File: config.mk
export PLATFORM = sky130hd
export DESIGN_NAME = mandelbrot_pixel_scheduler
export DESIGN_NICKNAME = d
export VERILOG_FILES = /design/src/rtl/mandelbrot_pixel_scheduler.sv
export SDC_FILE = /design/constraint.sdc
export NUM_CORES = 1
export LEC_CHECK = 0
export ABC_AREA = 1
export CAP_MARGIN = 20
export CORE_MARGIN = 3
export CORE_UTILIZATION = 30
export CTS_BUF_LIST = sky130_fd_sc_hd__clkbuf_8
export CTS_CLUSTER_DIAMETER = 60
export DETAILED_ROUTE_END_ITERATION = 7
export PLACE_DENSITY_LB_ADDON = 0.05
export SLEW_MARGIN = 10
export SYNTH_ARGS = -nofsm -noshare
export SYNTH_HDL_FRONTEND = slang
export SYNTH_SLANG_ARGS = --single-unit
export TNS_END_PERCENT = 20
File: constraint.sdc
create_clock -name clk -period 2.95 [get_ports clk]
set_clock_uncertainty 0.05 [all_clocks]
set_input_delay 0.59 -clock clk [delete_from_list [all_inputs] [get_ports clk]]
set_output_delay 0.59 -clock clk [all_outputs]
set_load 0.005 [all_outputs]
File: src/rtl/mandelbrot_pixel_scheduler.sv
// Mandelbrot pixel scheduler: walks an H_RES x V_RES frame in raster order,
// issues one engine job per pixel with an incrementally stepped c coordinate,
// captures the engine result and hands it downstream over valid/ready.
module mandelbrot_pixel_scheduler #(
    parameter int unsigned FIXED_POINT_WIDTH = 16,
    parameter int unsigned MAX_ITER          = 256,
    parameter int unsigned H_RES             = 160,
    parameter int unsigned V_RES             = 120,
    parameter logic [FIXED_POINT_WIDTH-1:0] X_START = 16'hE000,
    parameter logic [FIXED_POINT_WIDTH-1:0] Y_START = 16'h1000,
    parameter logic [FIXED_POINT_WIDTH-1:0] STEP    = 16'h0066
) (
    input  logic                               clk,
    input  logic                               rst,
    input  logic                               frame_start,
    input  logic                               abort,
    output logic                               eng_start,
    output logic [FIXED_POINT_WIDTH-1:0]       eng_c_real,
    output logic [FIXED_POINT_WIDTH-1:0]       eng_c_imaginary,
    input  logic                               eng_valid,
    input  logic [$clog2(MAX_ITER)-1:0]        eng_iterations,
    input  logic                               eng_is_mandelbrot,
    output logic                               pix_valid,
    input  logic                               pix_ready,
    output logic [$clog2(H_RES)-1:0]           pix_x,
    output logic [$clog2(V_RES)-1:0]           pix_y,
    output logic [$clog2(MAX_ITER)-1:0]        pix_iter,
    output logic                               pix_in_set,
    output logic                               busy,
    output logic                               frame_done
);

    localparam int unsigned FW = FIXED_POINT_WIDTH;
    localparam int unsigned IW = $clog2(MAX_ITER);
    localparam int unsigned XW = $clog2(H_RES);
    localparam int unsigned YW = $clog2(V_RES);

    typedef enum logic [2:0] {
        S_IDLE,
        S_ISSUE,
        S_SETTLE,
        S_WAIT,
        S_OUTPUT
    } state_t;

    state_t          r_state;
    state_t          w_state;
    logic [XW-1:0]   r_x;
    logic [XW-1:0]   w_x;
    logic [YW-1:0]   r_y;
    logic [YW-1:0]   w_y;
    logic [FW-1:0]   r_c_re;
    logic [FW-1:0]   w_c_re;
    logic [FW-1:0]   r_c_im;
    logic [FW-1:0]   w_c_im;
    logic [IW-1:0]   r_iter;
    logic [IW-1:0]   w_iter;
    logic            r_in_set;
    logic            w_in_set;
    logic            r_eng_start;
    logic            w_eng_start;
    logic            r_pix_valid;
    logic            w_pix_valid;
    logic            r_busy;
    logic            w_busy;
    logic            r_frame_done;
    logic            w_frame_done;
    logic            w_last_col;
    logic            w_last_row;

    assign w_last_col = (r_x == XW'(H_RES - 1));
    assign w_last_row = (r_y == YW'(V_RES - 1));

    // Next-state, coordinate stepping and result capture; abort overrides everything.
    always_comb begin
        w_state      = r_state;
        w_x          = r_x;
        w_y          = r_y;
        w_c_re       = r_c_re;
        w_c_im       = r_c_im;
        w_iter       = r_iter;
        w_in_set     = r_in_set;
        w_frame_done = 1'b0;

        if (abort && (r_state != S_IDLE)) begin
            w_state = S_IDLE;
        end else begin
            case (r_state)
                S_IDLE: begin
                    if (frame_start) begin
                        w_x     = '0;
                        w_y     = '0;
                        w_c_re  = X_START;
                        w_c_im  = Y_START;
                        w_state = S_ISSUE;
                    end
                end
                S_ISSUE: begin
                    w_state = S_SETTLE;
                end
                // Engine valid may still reflect the previous job here.
                S_SETTLE: begin
                    w_state = S_WAIT;
                end
                S_WAIT: begin
                    if (eng_valid) begin
                        w_iter   = eng_iterations;
                        w_in_set = eng_is_mandelbrot;
                        w_state  = S_OUTPUT;
                    end
                end
                S_OUTPUT: begin
                    if (pix_ready) begin
                        if (w_last_col && w_last_row) begin
                            w_state      = S_IDLE;
                            w_frame_done = 1'b1;
                        end else if (w_last_col) begin
                            w_x     = '0;
                            w_y     = r_y + YW'(1);
                            w_c_re  = X_START;
                            w_c_im  = r_c_im - STEP;
                            w_state = S_ISSUE;
                        end else begin
                            w_x     = r_x + XW'(1);
                            w_c_re  = r_c_re + STEP;
                            w_state = S_ISSUE;
                        end
                    end
                end
                default: begin
                    w_state = S_IDLE;
                end
            endcase
        end

        w_eng_start = (w_state == S_ISSUE);
        w_pix_valid = (w_state == S_OUTPUT);
        w_busy      = (w_state != S_IDLE);
    end

    // State, datapath and registered outputs.
    always_ff @(posedge clk or posedge rst) begin
        if (rst) begin
            r_state      <= S_IDLE;
            r_x          <= '0;
            r_y          <= '0;
            r_c_re       <= '0;
            r_c_im       <= '0;
            r_iter       <= '0;
            r_in_set     <= 1'b0;
            r_eng_start  <= 1'b0;
            r_pix_valid  <= 1'b0;
            r_busy       <= 1'b0;
            r_frame_done <= 1'b0;
        end else begin
            r_state      <= w_state;
            r_x          <= w_x;
            r_y          <= w_y;
            r_c_re       <= w_c_re;
            r_c_im       <= w_c_im;
            r_iter       <= w_iter;
            r_in_set     <= w_in_set;
            r_eng_start  <= w_eng_start;
            r_pix_valid  <= w_pix_valid;
            r_busy       <= w_busy;
            r_frame_done <= w_frame_done;
        end
    end

    assign eng_start       = r_eng_start;
    assign eng_c_real      = r_c_re;
    assign eng_c_imaginary = r_c_im;
    assign pix_valid       = r_pix_valid;
    assign pix_x           = r_x;
    assign pix_y           = r_y;
    assign pix_iter        = r_iter;
    assign pix_in_set      = r_in_set;
    assign busy            = r_busy;
    assign frame_done      = r_frame_done;

endmodule

After elaboration in Yosys (flattened, before gate mapping)
Cells that the tools add are included.

storage, ports and cells
  register bits = 63
  input port bits = 15
  output and inout bits = 60
  word-level logic and storage cells = 67

operators by class
  $add $sub $neg = 4
  equal/unequal tests = 12
  muxes and demuxes = 30
  bitwise gates (word level) = 1
  reduce and logical (&&, ||, !) cells = 9

operator list
  operator                 number
  $mux W16                 8
  $pmux W16 S2             2
  $mux W8                  4
  $mux W7                  4
  $add A16 B7 Y16 const B  1
  $pmux W8 S2              1
  $sub A16 B7 Y16 const B  1
  $pmux W3 S5              1
  $pmux W7 S2              1
  $mux W3                  4
  $add A8 B1 Y8 const B    1
  $eq A8 B8 Y1 const B     1
  $ne A2 B2 Y1 const B     4
  $add A7 B1 Y7 const B    1
  $eq A7 B7 Y1 const B     1
  $eq A3 B1 Y1 const B     2
  $eq A3 B2 Y1 const B     2
  $eq A3 B3 Y1 const B     2
  $reduce_and A6 Y1        1
  $reduce_bool A3 Y1       2
  $mux W1                  5
  $reduce_and A5 Y1        1
  $logic_not A3 Y1         1
  $reduce_and A3 Y1        1
  3 further kinds          4

Longest topological paths before layout
  depth in word-level cells = 7
  depth in mapped cells = 12
  gate-level depth less buffers = 12

Least setup slack after synthesis
OpenSTA, ideal clock, no wires.

  path type = flip-flop to flip-flop
  start = register r_x[0], in the netlist pix_x[0]
  end = register r_c_re[15], in the netlist eng_c_real[15]
  setup time = 0.124 ns
  arrival time = 1.506 ns
  required time = 2.776 ns
  slack = 1.270 ns
  stages on the path, launching flop included = 12
  path buffers = 1
  clock period less this slack = 1.680 ns
  cells stage by stage = dfrtp_1 -> ha_1 -> nand2_1 -> inv_2 -> nand2_4 -> nor2_4 -> nand3_4 -> nand2_8 -> inv_6 -> buf_4 -> nand3b_1 -> nand3_1

between the ends
  longest elaborated chain between the ends = 5
  elaborated cells on any way between the ends = 8
  classes of those cells = eq/ne: 2; mux: 4; reduce/logical: 2

RTL lines
  element                   line  RTL
  start: declaration        48    logic [XW-1:0] r_x;
  start signal: assignment  157   r_x <= w_x;
  $eq A8 B8 Y1 *            71    assign w_last_col = (r_x == XW'(H_RES - 1));
  $mux W16                  117   end else if (w_last_col) begin
  $mux W16                  114   if (w_last_col && w_last_row) begin
  $mux W16                  113   if (pix_ready) begin
  $pmux W16 S2              88    case (r_state)
  end signal: assignment    159   r_c_re <= w_c_re;
  end: declaration          52    logic [FW-1:0] r_c_re;

Every way passes the cells marked *; elsewhere a longest branch is shown, timed or not. The select of a mux whose other input is x is not followed.
A chain may end at the register's enable or synchronous reset.

Worst setup path after layout
  start = register r_y[1], in the netlist pix_y[1]
  end = register r_c_re[12], in the netlist eng_c_real[12]

between the ends
  longest elaborated chain between the ends = 4

RTL lines
  element                             line  RTL
  start: declaration                  50    logic [YW-1:0] r_y;
  start signal: assignment            158   r_y <= w_y;
  $eq A7 B7 Y1                        72    assign w_last_row = (r_y == YW'(V_RES - 1));
  $logic_and A1 B1 Y1                 114
  $ne A2 B2 Y1 (no source line)       n/a
  $reduce_and A5 Y1 (no source line)  n/a

No other way between the ends.

==> impl_metrics.ini <==
[run_status]
status = finished clean

[layout]
multi_input_area_um2 = 1669
final_cell_mix = 127 x nand2_1, 72 x clkdlybuf4s50_1, 62 x inv_1
area_delta_synth_final_pct = 29.71
seq_area_um2 = 1526
final_common_cell = nand2_1
drive_gt1_frac = 0.07401
postLayoutCoreUtil = 0.4004
antennaDiodeCount = 0
fillerInstances = 1219
fin_nets = 568

[logic_synthesis]
synthDistinctLibCells = 39
yosys_most_used_dff = dfrtp_1
ys_ff_latch = 61
yosysTopAreaCell = dfrtp_1
synthesis.area_um2 = 3555
synth_area_leaders = dfrtp_1 43%, nand2_1 13%, nand3_1 6.8%
netlist.area_leader.share = 0.4294
syn_avg_cell_area_um2 = 7.468
seq_area_frac_synth = 0.4294
ys.warnings.count = 0
ys_async_sr_fraction = 1.000
synth_edf_count = 0
synth_cells = 476

[clocking]
clock-sinks = 61
post_cts_resized = 0
cts_hold_buf = 0
clock_path_buffers = 2
post-cts-setup-buffers = 0
insertion_delay_ns = 0.34
clock_tree.root_cell = clkbuf_8
h-tree-depth = 3
cts_tree = done
clk_pin_slew_ns = 0.08
numCtsBuffers = 9

[hold_path]
whs_path_depth = 2
min_path_type = flop to flop
min_from = pix_iter[1]$_DFFE_PP0P_

[power]
leakagePower_nw = 2.060
p_int_mw = 1.918
ir_drop_mv = 0.2401
power_frac_comb = 0.345
p_sw_frac = 0.3673
power.switching_mw = 1.113
seq_power_share = 0.375
clkPwrFrac = 0.280
p_per_area_nw_per_um2 = 657.6

[worst_setup_path]
arrival_ns = 2.33
worst-r2r-cell-count = 9
worstPathCellList = ha_1 -> nand3_1 -> nor2_1 -> nand3_4 -> nand2_8 -> inv_6 -> nand2_8 -> o21ai_0 -> nor2_1
cp_slowest_stage_delay_ns = 0.41
path_depth = 9
worstSetupPathType = flop to flop
crit_path_top_delay_cell = dfrtp_1
critPathTopFamily = simple AND/OR/NAND/NOR gates
cp-start-kind = flop
crit_fanout = 34
crit_start = pix_y[1]$_DFFE_PP0P_
worstPathRequired_ns = 3.18
end_kind = flop
r2r-start = pix_y[1]$_DFFE_PP0P_
crit_buf_inv = 1

[grt]
grt_max_degree = 62
grt_pass1_wl_um = 15740
grtUsageTotal = 0.1490
grt_overflow = 0
antenna_found_initial = 0
grt_pass1_vias = 3235

[place]
portBuffers = 72
place.gp.congestion = 0.8740
place.detailed.hpwl_um = 6356

[timing]
tns_ns = 0
rsz0062_at_grt = false
timing.fmax_mhz = 476.8
finalCriticalPeriod_ns = 2.097
drv_slew = 0
finalSetupViolations = 0
fin_crit_sh = 0.7110
hold_viol_final = 0

[floorplanning]
ios = 75
placeableCoreArea_um2 = 11520
die_y_um = 114.9
die-area_um2 = 13190
rows = 39
die_w_um = 114.9
start_util = 0.3087

[drt]
ant_nets = 0
first_pass_iters = 4
avgViaCountPerCell = 4.676
routed-via-count = 3259
drt-total-wl_um = 9035
drt-initial-drc-count = 167
remaining_drc_errors = 0
wire_per_inst_um = 12.96

[job]
cap_violations = 0
state kept, by name, indices dropped and copies added, names as in the netlist:
register	cells
busy	1
eng_c_imaginary	15
eng_c_real	15
pix_y	7
pix_x	8
eng_start	1
pix_iter	8
pix_valid	1
pix_in_set	1
frame_done	1
r_state	3
final timing paths:
kind	end	slack [ns]
worst max-delay path	eng_c_real[12]$_DFFE_PP0P_	0.85
min in group asynchronous	pix_iter[0]$_DFFE_PP0P_	0.57
max in group asynchronous	eng_c_imaginary[3]$_DFFE_PP0P_	2.00
worst min register to register	pix_iter[1]$_DFFE_PP0P_	0.44
worst max register to register	eng_c_real[12]$_DFFE_PP0P_	0.85
worst min-delay path	pix_iter[1]$_DFFE_PP0P_	0.44
metrics by stage:
step / power [mW] / setup slack [ns] / cell area, µm² / hold slack [ns] / instances
finish: 3.032 / 0.8525 / 4611 / 0.4410 / 697
global route: 3.294 / 0.6249 / 4611 / 0.4709 / 697
detailed placement: 2.219 / 0.5626 / 4387 / 0.4278 / 681
CTS: 3.092 / 0.8190 / 4611 / 0.4483 / 697
floorplan: 1.804 / 0.7970 / 3558 / 0.4263 / 477
global placement: 2.219 / 0.6140 / 4387 / 0.4152 / 681
cell type report:
class                   count  share of cell area
clock buffers               9             0.02687
clock inverters             7             0.02171
multi-input cells         334              0.3620
inverters                  69             0.05726
well taps                 143             0.03881
flip-flops and latches     61              0.3311
repair buffers             74              0.1623
synthesized netlist by cell type, types with 2 or more instances:
master / n
nand2_1: 127
inv_1: 63
dfrtp_1: 61
nand3_1: 48
nor2_1: 45
o21ai_0: 24
o21ai_1: 18
a21oi_1: 16
nand4_1: 8
inv_2: 5
nor2_4: 5
nor3_1: 5
buf_2: 4
buf_4: 4
buf_6: 4
ha_1: 4
nand3b_1: 4
o21bai_1: 3
xor2_1: 3
nand2_4: 2
nand2_8: 2
o31ai_1: 2
or2_2: 2
xnor2_1: 2
power groups by stage:
stage | combinational (mW) | sequential (mW) | clock (mW)
after floorplan | 0.677 | 1.13 | 0
after global routing | 1.21 | 1.17 | 0.917
after detailed placement | 1.07 | 1.15 | 0
final | 1.05 | 1.14 | 0.848
after global placement | 1.06 | 1.15 | 0
after CTS | 1.07 | 1.14 | 0.878
worst min-delay path, stage by stage (launching register included):
cell	delay, ns
dfrtp_1	0.35
nand2_1	0.05
o21ai_0	0.06
per-layer routing:
layer	track usage	share of wire	wire, µm
met5	0	0	0
met2	0.2326	0.46	4118
met1	0.1958	0.47	4207
met4	0.05477	0.022	199
met3	0.04421	0.056	510
cell families (layout without fill, tap and decap cells):
kind of cell,after synthesis,after routing,share of synthesized area
xor+xnor,5,5,0.01232
compound gates,69,69,0.1063
buf+inv,82,159,0.1021
other cells,1,2,0.001055
fa+ha+maj,4,4,0.01408
flops,61,61,0.4294
simple gates,254,254,0.3347
No activity file was read; power rests on OpenSTA's default activity.
